==> src/rtl/decode_stage.sv <==
// RV32I decode stage: raw words queue in a small FIFO behind a valid/ready handshake and the
// head is decoded into an output register that holds steady while the consumer stalls.
module decode_stage #(
    parameter int DEPTH = 2,
    parameter int RV32E = 0
) (
    input  logic                       clk_i,
    input  logic                       rst_ni,
    input  logic                       instr_valid_i,
    output logic                       instr_ready_o,
    input  logic [31:0]                instr_rdata_i,
    input  logic                       flush_i,
    output logic                       dec_valid_o,
    input  logic                       dec_ready_i,
    output logic [31:0]                imm_o,
    output logic                       req_rf_ra_o,
    output logic                       req_rf_rb_o,
    output logic [4:0]                 rf_raddr_a_o,
    output logic [4:0]                 rf_raddr_b_o,
    output logic [4:0]                 rf_waddr_o,
    output logic                       req_alu_o,
    output logic [4:0]                 operateur_alu_o,
    output logic                       type_operand_b_o,
    output logic                       req_pc_alu_o,
    output logic [1:0]                 operateur_pc_alu_o,
    output logic                       req_data_o,
    output logic                       we_data_o,
    output logic                       illegal_o,
    output logic [$clog2(DEPTH+1)-1:0] count_o
);

    localparam int CNT_W = $clog2(DEPTH + 1);
    localparam int PTR_W = (DEPTH > 1) ? $clog2(DEPTH) : 1;
    localparam logic [CNT_W-1:0] CNT_FULL = CNT_W'(DEPTH);
    localparam logic [PTR_W-1:0] PTR_LAST = PTR_W'(DEPTH - 1);

    localparam logic [6:0] OPC_LUI    = 7'b0110111;
    localparam logic [6:0] OPC_AUIPC  = 7'b0010111;
    localparam logic [6:0] OPC_JAL    = 7'b1101111;
    localparam logic [6:0] OPC_JALR   = 7'b1100111;
    localparam logic [6:0] OPC_BRANCH = 7'b1100011;
    localparam logic [6:0] OPC_LOAD   = 7'b0000011;
    localparam logic [6:0] OPC_STORE  = 7'b0100011;
    localparam logic [6:0] OPC_OPIMM  = 7'b0010011;
    localparam logic [6:0] OPC_OP     = 7'b0110011;

    typedef struct packed {
        logic [31:0] imm;
        logic        req_ra;
        logic        req_rb;
        logic [4:0]  raddr_a;
        logic [4:0]  raddr_b;
        logic [4:0]  waddr;
        logic        req_alu;
        logic [4:0]  alu_op;
        logic        op_b;
        logic        req_pc;
        logic [1:0]  pc_op;
        logic        req_data;
        logic        we_data;
        logic        illegal;
    } dec_t;

    logic [31:0]      mem_r [DEPTH];
    logic [PTR_W-1:0] wr_ptr_r;
    logic [PTR_W-1:0] rd_ptr_r;
    logic [CNT_W-1:0] count_r;
    logic [CNT_W-1:0] count_next_s;
    logic             dec_valid_r;
    dec_t             dec_r;
    dec_t             dec_s;
    logic             ready_s;
    logic             push_s;
    logic             load_s;
    logic             head_avail_s;
    logic             src_avail_s;
    logic             fifo_push_s;
    logic             fifo_pop_s;
    logic [31:0]      src_word_s;

    function automatic logic [31:0] imm_i(input logic [31:0] w);
        return {{20{w[31]}}, w[31:20]};
    endfunction

    function automatic logic [31:0] imm_s(input logic [31:0] w);
        return {{20{w[31]}}, w[31:25], w[11:7]};
    endfunction

    function automatic logic [31:0] imm_b(input logic [31:0] w);
        return {{19{w[31]}}, w[31], w[7], w[30:25], w[11:8], 1'b0};
    endfunction

    function automatic logic [31:0] imm_u(input logic [31:0] w);
        return {w[31:12], 12'h000};
    endfunction

    function automatic logic [31:0] imm_j(input logic [31:0] w);
        return {{11{w[31]}}, w[31], w[19:12], w[20], w[30:21], 1'b0};
    endfunction

    function automatic logic [PTR_W-1:0] ptr_inc(input logic [PTR_W-1:0] p);
        return (p == PTR_LAST) ? '0 : p + PTR_W'(1);
    endfunction

    // An illegal word collapses to illegal=1 with every other field zero so nothing downstream fires.
    function automatic dec_t decode_word(input logic [31:0] w);
        dec_t       d;
        logic [2:0] f3;
        logic       bad;
        d   = '0;
        f3  = w[14:12];
        bad = 1'b0;
        case (w[6:0])
            OPC_LUI: begin
                d.imm     = imm_u(w);
                d.req_alu = 1'b1;
                d.alu_op  = 5'b11000;
                d.op_b    = 1'b1;
                d.waddr   = w[11:7];
            end
            OPC_AUIPC: begin
                d.imm    = imm_u(w);
                d.req_pc = 1'b1;
                d.pc_op  = 2'b11;
                d.waddr  = w[11:7];
            end
            OPC_JAL: begin
                d.imm    = imm_j(w);
                d.req_pc = 1'b1;
                d.pc_op  = 2'b00;
                d.waddr  = w[11:7];
            end
            OPC_JALR: begin
                bad       = (f3 != 3'b000);
                d.imm     = imm_i(w);
                d.req_pc  = 1'b1;
                d.pc_op   = 2'b01;
                d.req_ra  = 1'b1;
                d.raddr_a = w[19:15];
                d.waddr   = w[11:7];
            end
            OPC_BRANCH: begin
                bad       = (f3 == 3'b010) || (f3 == 3'b011);
                d.imm     = imm_b(w);
                d.req_pc  = 1'b1;
                d.pc_op   = 2'b10;
                d.req_alu = 1'b1;
                d.alu_op  = {2'b10, f3};
                d.req_ra  = 1'b1;
                d.req_rb  = 1'b1;
                d.raddr_a = w[19:15];
                d.raddr_b = w[24:20];
            end
            OPC_LOAD: begin
                bad        = (f3 == 3'b011) || (f3 == 3'b110) || (f3 == 3'b111);
                d.imm      = imm_i(w);
                d.req_data = 1'b1;
                d.req_alu  = 1'b1;
                d.alu_op   = 5'b00000;
                d.op_b     = 1'b1;
                d.req_ra   = 1'b1;
                d.raddr_a  = w[19:15];
                d.waddr    = w[11:7];
            end
            OPC_STORE: begin
                bad        = (f3 > 3'b010);
                d.imm      = imm_s(w);
                d.req_data = 1'b1;
                d.we_data  = 1'b1;
                d.req_alu  = 1'b1;
                d.alu_op   = 5'b00000;
                d.op_b     = 1'b1;
                d.req_ra   = 1'b1;
                d.req_rb   = 1'b1;
                d.raddr_a  = w[19:15];
                d.raddr_b  = w[24:20];
            end
            OPC_OPIMM: begin
                d.imm     = imm_i(w);
                d.req_alu = 1'b1;
                d.alu_op  = {1'b0, w[30] & (f3 == 3'b101), f3};
                d.op_b    = 1'b1;
                d.req_ra  = 1'b1;
                d.raddr_a = w[19:15];
                d.waddr   = w[11:7];
            end
            OPC_OP: begin
                d.req_alu = 1'b1;
                d.alu_op  = {1'b0, w[30], f3};
                d.op_b    = 1'b0;
                d.req_ra  = 1'b1;
                d.req_rb  = 1'b1;
                d.raddr_a = w[19:15];
                d.raddr_b = w[24:20];
                d.waddr   = w[11:7];
            end
            default: begin
                bad = 1'b1;
            end
        endcase
        // Unused register fields are already zero, so only addresses actually in use are tested.
        bad = bad || ((RV32E != 0) &&
                      ((d.req_ra && d.raddr_a[4]) || (d.req_rb && d.raddr_b[4]) || d.waddr[4]));
        if (bad) begin
            d         = '0;
            d.illegal = 1'b1;
        end else begin
            d.illegal = 1'b0;
        end
        return d;
    endfunction

    // Handshake, FIFO steering and the word presented to the decoder.
    always_comb begin
        ready_s      = rst_ni && !flush_i && (count_r < CNT_FULL);
        push_s       = instr_valid_i && ready_s;
        load_s       = !dec_valid_r || dec_ready_i;
        head_avail_s = (count_r != '0);
        fifo_pop_s   = load_s && head_avail_s;
        // An empty FIFO with a free output register lets the incoming word bypass storage.
        fifo_push_s  = push_s && !(load_s && !head_avail_s);
        src_avail_s  = head_avail_s || push_s;
        src_word_s   = head_avail_s ? mem_r[rd_ptr_r] : instr_rdata_i;
        dec_s        = decode_word(src_word_s);
        case ({fifo_push_s, fifo_pop_s})
            2'b10:   count_next_s = count_r + CNT_W'(1);
            2'b01:   count_next_s = count_r - CNT_W'(1);
            default: count_next_s = count_r;
        endcase
    end

    // FIFO storage, wrapping pointers and occupancy.
    always_ff @(posedge clk_i or negedge rst_ni) begin
        if (!rst_ni) begin
            for (int i = 0; i < DEPTH; i++) begin
                mem_r[i] <= 32'h0000_0000;
            end
            wr_ptr_r <= '0;
            rd_ptr_r <= '0;
            count_r  <= '0;
        end else if (flush_i) begin
            wr_ptr_r <= '0;
            rd_ptr_r <= '0;
            count_r  <= '0;
        end else begin
            if (fifo_push_s) begin
                mem_r[wr_ptr_r] <= instr_rdata_i;
                wr_ptr_r        <= ptr_inc(wr_ptr_r);
            end
            if (fifo_pop_s) begin
                rd_ptr_r <= ptr_inc(rd_ptr_r);
            end
            count_r <= count_next_s;
        end
    end

    // Decoded output register; only reloads when empty or being consumed.
    always_ff @(posedge clk_i or negedge rst_ni) begin
        if (!rst_ni) begin
            dec_valid_r <= 1'b0;
            dec_r       <= '0;
        end else if (flush_i) begin
            dec_valid_r <= 1'b0;
            dec_r       <= '0;
        end else if (load_s) begin
            dec_valid_r <= src_avail_s;
            if (src_avail_s) begin
                dec_r <= dec_s;
            end
        end
    end

    assign instr_ready_o      = ready_s;
    assign dec_valid_o        = dec_valid_r;
    assign count_o            = count_r;
    assign imm_o              = dec_r.imm;
    assign req_rf_ra_o        = dec_r.req_ra;
    assign req_rf_rb_o        = dec_r.req_rb;
    assign rf_raddr_a_o       = dec_r.raddr_a;
    assign rf_raddr_b_o       = dec_r.raddr_b;
    assign rf_waddr_o         = dec_r.waddr;
    assign req_alu_o          = dec_r.req_alu;
    assign operateur_alu_o    = dec_r.alu_op;
    assign type_operand_b_o   = dec_r.op_b;
    assign req_pc_alu_o       = dec_r.req_pc;
    assign operateur_pc_alu_o = dec_r.pc_op;
    assign req_data_o         = dec_r.req_data;
    assign we_data_o          = dec_r.we_data;
    assign illegal_o          = dec_r.illegal;

endmodule

==> config.mk <==
export PLATFORM = sky130hd
export DESIGN_NAME = decode_stage
export DESIGN_NICKNAME = d
export VERILOG_FILES = /design/src/rtl/decode_stage.sv
export SDC_FILE = /design/constraint.sdc
export NUM_CORES = 1
export LEC_CHECK = 0
export BUFFER_PORTS_ARGS = -buffer_cell sky130_fd_sc_hd__buf_4
export CAP_MARGIN = 20
export CORE_MARGIN = 8
export CORE_UTILIZATION = 51
export CTS_CLUSTER_SIZE = 20
export DETAILED_ROUTE_END_ITERATION = 7
export GPL_ROUTABILITY_DRIVEN = 0
export PLACE_DENSITY = 0.76
export SLEW_MARGIN = 10
export SYNTH_ARGS = -nofsm -noshare
export SYNTH_HDL_FRONTEND = slang
export SYNTH_SLANG_ARGS = --single-unit
==> constraint.sdc <==
create_clock -name clk_i -period 2.56 [get_ports clk_i]
set_clock_uncertainty 0.15 [all_clocks]
set_input_delay 0.256 -clock clk_i [delete_from_list [all_inputs] [get_ports clk_i]]
set_output_delay 0.256 -clock clk_i [all_outputs]
set_load 0.01 [all_outputs]
==> flow_summary.toml, run 1 <==
[placement]
hpwl_um = 12600
dp_worst_setup_slack_ps = 27.2
placed_cells = 876
port-buffer-count = 102
placed_cell_area_um2 = 7550

[floorplanning]
core-area_um2 = 12100
die_y_um = 128
ios = 103
start_util_pct = 52.6
die-width_um = 128
die-area_um2 = 16300
num_rows = 40

[yosys]
ys_top_cells_by_area = "dfrtp_1, mux2_2, mux2i_1"
synth_area_um2 = 6350
synth-xor-area-share_pct = 0.276
synth-compound-area-share_pct = 16.7
ys_seq_area_share_pct = 51.6
synth_top_area_share_pct = 51.6
syn_inst = 591
syn_area_per_cell_um2 = 10.7
syn-num-nets = 628
synth_simple_gate_area_share_pct = 11.8
yosys_warnings = 0
synth_edf_count = 0
synthDistinctLibCells = 56
async_flop_share_pct = 100
synth_ff_type = "dfrtp_1"
yosysTopAreaCell = "dfrtp_1"
synth_top_family_by_area = "compound AO/OA/AOI/OAI gates"
ys_ff_latch = 131
synthMuxAreaShare_pct = 16.3
synthAdderAreaFrac_pct = 0

[power_and_ir_drop]
p_leak_nw = 3.95
vdd_drop_max_mv = 0.374
powerDensity_nw_per_um2 = 633

[worst_setup_path]
crit_start = "rd_ptr_r$_DFFE_PN0P_"
crit_slowest_cell = "dfrtp_1"
cp_max_fo = 12
worstPathCellList = "buf_4 -> mux2i_2 -> a21o_1 -> nand3_2 -> a211oi_2 -> a211oi_4 -> and2_4 -> a32o_1"
reg2reg_from = "rd_ptr_r$_DFFE_PN0P_"
worstSetupPathType = "reg -> reg"
ff2ff_path_depth = 8
crit_end = "imm_o[9]$_DFFE_PN0P_"
cp_data_arrival_time_ps = 2710
cp_data_required_time_ps = 2720
rrSetupSlack_ps = 6
cp_slowest_stage_delay_ps = 390
cp-start-kind = "flip-flop"
reg2reg_to = "imm_o[9]$_DFFE_PN0P_"
cp-end-kind = "flip-flop"

[sta]
post-route-min-period_ps = 2550
worst_pin_slew_ps = 868
hold_viol_final = 0
slew_headroom_pct = 42.1
finalSetupViolCount = 0
max_freq_mhz = 392
timing.final.ws_setup_ps = 5.79
setup-tns-final_ps = 0
drv_slew = 0
min_period_over_period_pct = 99.8
rsz0062_at_grt = "yes"

[clock_network]
cts_buffers = 17
cts.path.max_buffers = 2
cts.reportedPaths.clkPinSlew_ps = 60
cts_tree = "done"
clkLatencyLatePin_ps = 420
htree_levels = 4
cts_root_buffer = "clkbuf_16"
clkSinkCount = 131

[grt]
grt_pass1_wl_um = 28700
grt_use_total_pct = 22.3
grt_max_degree = 68
first_global_vias = 5472
gr-total-overflow = 0
antenna_found_initial = 1

[detailed_routing]
drc = 0
routed_via_density = 5.73
postRouteAntennaNets = 0
wl_per_cell_um = 19.3
maxUsedRoutingLayer = "met4"
drt-met1-wl_um = 7780
num_vias = 5399
routed_wl_um = 18200
wl_met3_um = 1260
first_iter_violations = 490
wl_met2_um = 8720
dr.pass1.iters = 5

[cells_and_area]
finalNonFillerCells = 943
drive_gt1_share_pct = 38.1
nets = 798
regArea_um2 = 3280
stdcell_area_um2 = 8560
post-route-util_pct = 71.0
fillers = 836
multiInputGateArea_um2 = 2970
syn_to_final_growth_pct = 34.8

[worst_hold_path]
min_from = "instr_rdata_i[14]"
hp-class = "in -> reg"
worstHoldPathCells = 3

[run_status]
status = "completed"

[job]
cap_violations = 0
sequential cells by signal, summed over array words and instances, names as in the netlist, 2 cells and up:
signal	flops
operateur_alu_o	5
count_o	2
mem_r	64
rf_raddr_b_o	5
rf_raddr_a_o	5
imm_o	32
rf_waddr_o	5
operateur_pc_alu_o	2
synth_stat cells (2+ instances only):
cell type	number
a211oi_1	2
a211oi_4	2
a21o_1	3
a21oi_1	40
a21oi_2	2
a21oi_4	2
a22o_1	4
a22oi_1	2
a31o_2	2
a31oi_1	4
a31oi_2	2
a32o_1	15
and3_1	2
buf_1	3
buf_2	9
buf_6	6
clkbuf_1	16
dfrtp_1	131
inv_1	4
mux2_2	63
mux2i_1	29
nand2_1	75
nand2_2	2
nand2b_1	3
nand3_1	8
nand3b_1	2
nor2_1	42
nor2_2	3
nor2b_1	3
nor3_1	8
nor3_2	4
o21ai_0	31
o21ai_1	30
o21ai_2	3
o22ai_1	8
o31ai_1	3
or2_2	4
report_power, final:
| part | internal (mW) | switching, mW | total, mW |
|---|---|---|---|
| clock network | 1.37 | 0.951 | 2.32 |
| logic | 0.370 | 0.410 | 0.780 |
| registers | 2.22 | 0.0925 | 2.31 |
| total | 3.96 | 1.45 | 5.42 |
per-stage QoR:
| step | hold slack, ps | power [mW] |
|---|---|---|
| 2_1_floorplan | -190 | 2.73 |
| 3_3_place_gp | 303 | 2.99 |
| 3_5_place_dp | 314 | 3.03 |
| 4_1_cts | 21.5 | 5.38 |
| 5_1_grt | 45.0 | 5.61 |
| 6_report | 34.9 | 5.42 |
cells by family (layout without fill, tap and decap cells):
family / count (synthesis) / in the layout
xor gates and xnor gates: 2 / 2
other: 0 / 1
muxes: 94 / 94
buffers and inverters: 39 / 222
and+or+nand+nor: 164 / 164
DFF: 131 / 131
AOI/OAI and AO/OA: 161 / 161
cells in the final DEF, fill, tap and decap left out, drive strengths merged, types with 4 or more instances in the layout:
cell type	n
nand3	9
clkbuf	19
a21oi	44
or2	5
a211oi	5
a32o	15
dfrtp	131
nor3	13
a21o	4
nand2	77
inv	8
mux2	64
nor2	45
clkinvlp	4
buf	154
mux2i	30
o31ai	4
a22o	4
dlygate4sd3	32
a31oi	6
clkinv	4
o22ai	8
o21ai	64
routing by layer:
metal  global-route usage [%]  vias up
li1                         -     2470
met1                     28.1     2640
met2                     36.2      249
met3                     5.16       40
met4                     9.44        0
met5                        0        -
critical path, delay by kind of cell (launching register included):
| family | cells | cell delay [ps] |
|---|---|---|
| compound gates | 4 | 950 |
| buf+inv | 1 | 220 |
| flops | 1 | 390 |
| mux | 1 | 340 |
| simple gates | 2 | 380 |
worst min path at each step:
stage	endpoint	slack [ps]
floorplan	count_o[0]$_DFFE_PN0P_	-190
global placement	req_rf_rb_o$_DFFE_PN0P_	300
detailed placement	req_rf_rb_o$_DFFE_PN0P_	310
CTS	mem_r[12]$_DFFE_PN0P_	20
global route	mem_r[12]$_DFFE_PN0P_	40
finish	mem_r[14]$_DFFE_PN0P_	30
repair_timing:
action                                 4_1_cts  5_1_grt
setup endpoints to repair                    3       46
endpoints found under the hold margin      128        0
hold buffers                                32        0
pin swaps                                    0        7
resized for setup                            1       23
setup buffers                                0        2
layout make-up:
class,count,share of cell area (%)
Sequential cell,131,38.3
Multi-Input combinational cell,421,34.7
Timing Repair Buffer,186,17.7
Clock buffer,19,5.17
Tap cell,168,2.46
Clock inverter,13,1.48
Inverter,4,0.175
Antenna cell,1,0.0292
Note: power is estimated with default switching activity, not from simulation.
==> run 2: changes to the inputs <==
==> constraint.sdc (replaced) <==
create_clock -name clk_i -period 2.56 [get_ports clk_i]
set_clock_uncertainty 0.15 [all_clocks]
set_input_delay 0.256 -clock clk_i [delete_from_list [all_inputs] [get_ports clk_i]]
set_output_delay 0.256 -clock clk_i [all_outputs]
set_load 0.1 [all_outputs]
==> run 2 against run 1 <==
  * The flow now finishes with violations (negative hold slack)
  * Worst hold slack got worse by 150 ps
  * Sequential power about the same
  * Total power increased by 2.7%
  * Critical path depth increased by 1
==> flow_summary.toml, run 2 (synthesized netlist as in run 1, its figures left out) <==
[detailed_routing]
first_iter_violations = 513
dr.pass1.iters = 5
routed_via_density = 5.65
num_vias = 5266
postRouteAntennaNets = 0
routed_wl_um = 17700
drc = 0
wl_per_cell_um = 19.0

[sta]
setup-tns-final_ps = 0
slew_headroom_pct = 42.1
rsz0062_at_grt = "no"
max_freq_mhz = 399
finalSetupViolCount = 0
worst_pin_slew_ps = 869
post-route-min-period_ps = 2500
drv_slew = 0
hold_slack_ps = -120
min_period_over_period_pct = 97.8
hold_viol_final = 63

[worst_setup_path]
crit_top_cell = "buf_12"
cp_data_arrival_time_ps = 2700
reg2reg_from = "count_o[1]$_DFFE_PN0P_"
worstPathCellList = "or2_4 -> buf_12 -> mux2_4 -> nand3_1 -> o21ai_2 -> a211oi_4 -> nand2_4 -> buf_12 -> o21ai_1"
worstSetupPathType = "reg -> reg"
cp-end-kind = "flip-flop"
cp-start-kind = "flip-flop"
cp_data_required_time_ps = 2760
crit_slowest_cell = "dfrtp_4"
rrSetupSlack_ps = 60
cp_max_fo = 20
reg2reg_to = "imm_o[14]$_DFFE_PN0P_"
ff2ff_path_depth = 9
cp_slowest_stage_delay_ps = 470

[cells_and_area]
post-route-util_pct = 71.3
mostFrequentLayoutCells = "buf_4, dfrtp_1, nand2_1, mux2_2, nor2_1"
stdcell_area_um2 = 8600
largest_register = "mem_r"
nets = 790
drive_gt1_share_pct = 38.7
syn_to_final_growth_pct = 35.5
regArea_um2 = 3290
fillers = 831
final_common_cell = "buf_4"
multiInputGateArea_um2 = 3020
largest_reg_flops = 64
antenna_cells = 0

[clock_network]
cts.path.max_buffers = 2
cts_root_buffer = "clkbuf_16"
clkLatencyLatePin_ps = 420
clkSinkCount = 131
htree_levels = 4
cts.reportedPaths.clkPinSlew_ps = 60
cts_hold_buffers = 31
cts_tree = "done"
cts_buffers = 17

[floorplanning]
core-area_um2 = 12100
start_util_pct = 52.6
die_y_um = 128
die-width_um = 128
num_rows = 40
die-area_um2 = 16300
ios = 103

[power_and_ir_drop]
vdd_drop_max_mv = 0.650
powerDensity_nw_per_um2 = 647
p_switching_mw = 1.38
p_comb_share_pct = 14.3
p_leak_nw = 3.97
clkPwrFrac_pct = 44.2
sw_frac_of_total_pct = 24.7
p_int_mw = 4.19
p_seq_share_pct = 41.5

[grt]
grt_pass1_wl_um = 28700
grt_max_degree = 69
antenna_found_initial = 0
grt_use_total_pct = 22.3
first_global_vias = 5506
gr-total-overflow = 0

[run_status]
status = "complete, but fails checks"
violations = "negative hold slack"

[worst_hold_path]
hp-class = "in -> async"

[job]
cap_violations = 0

[placement]
placed_cell_area_um2 = 7570
hpwl_um = 12600
port-buffer-count = 102
## run 2: cell count changes in the layout (fill, tap and decap cells not counted), moves of 2 or more
cell / change
dfrtp_4: +2
buf_12: +2
buf_4: -8
o21ai_2: +5
mux2i_1: +4
bufinv_16: +3
mux2i_2: -3
clkinv_2: +3
clkinv_4: -3
o21ai_0: -5
dfrtp_1: -3
inv_6: -4
## run 2: per-stage QoR
| stage | worst slack [ps] | instances | power [mW] |
|---|---|---|---|
| final | 55.9 | 932 | 5.56 |
| after floorplan | -105 | 591 | 2.78 |
| after global routing | 0.0133 | 932 | 5.77 |
| after global placement | 81.9 | 869 | 3.02 |
| after CTS | 1.69 | 930 | 5.56 |
| after detailed placement | -48.1 | 869 | 3.06 |
## run 2: how the worst max path moves through the flow
stage | end | cells past startpoint | start
finish | imm_o[14]$_DFFE_PN0P_ | 9 | count_o[1]$_DFFE_PN0P_
global route | imm_o[12]$_DFFE_PN0P_ | 9 | count_o[1]$_DFFE_PN0P_
CTS | rf_raddr_b_o[3]$_DFFE_PN0P_ | 9 | count_o[1]$_DFFE_PN0P_
detailed placement | rf_raddr_b_o[2]$_DFFE_PN0P_ | 9 | count_o[1]$_DFFE_PN0P_
global placement | imm_o[6]$_DFFE_PN0P_ | 8 | count_o[1]$_DFFE_PN0P_
floorplan | imm_o[10]$_DFFE_PN0P_ | 10 | count_o[1]$_DFFE_PN0P_
## run 2: routing by layer
metal,vias to the layer above,wire length (um),share of wire (%),global-route usage [%]
met5,-,0,0,0
met4,0,453,2.6,9.86
met3,48,1400,7.9,6.41
met2,193,8500,48,35.9
met1,2579,7390,42,27.5
li1,2446,-,-,-
## run 2: timing repair
action,in CTS,in global routing
resized for setup,3,29
pin swaps,1,6
hold endpoints to repair,127,63
buffers inserted,0,2
endpoints found under the setup margin,8,55
## run 2: final cells by class
cell class	count	area share, %
multi-input combinational	421	35.1
tap	168	2.44
timing repair buffer	178	17.1
clock buffer	19	5.03
sequential	131	38.2
inverter	4	0.174
clock inverter	11	1.89
## run 2: critical path, delay by kind of cell (launching register included)
family,cells,cell delay (ps)
buf+inv,2,350
flops,1,470
simple gates,3,510
compound gates,3,620
mux,1,330
## run 2: power groups by stage
stage | registers [mW] | clock network [mW] | logic (mW)
detailed placement | 2.34 | 0 | 0.724
global placement | 2.32 | 0 | 0.696
finish | 2.31 | 2.46 | 0.797
global route | 2.33 | 2.59 | 0.861
CTS | 2.30 | 2.48 | 0.770
floorplan | 2.34 | 0 | 0.441
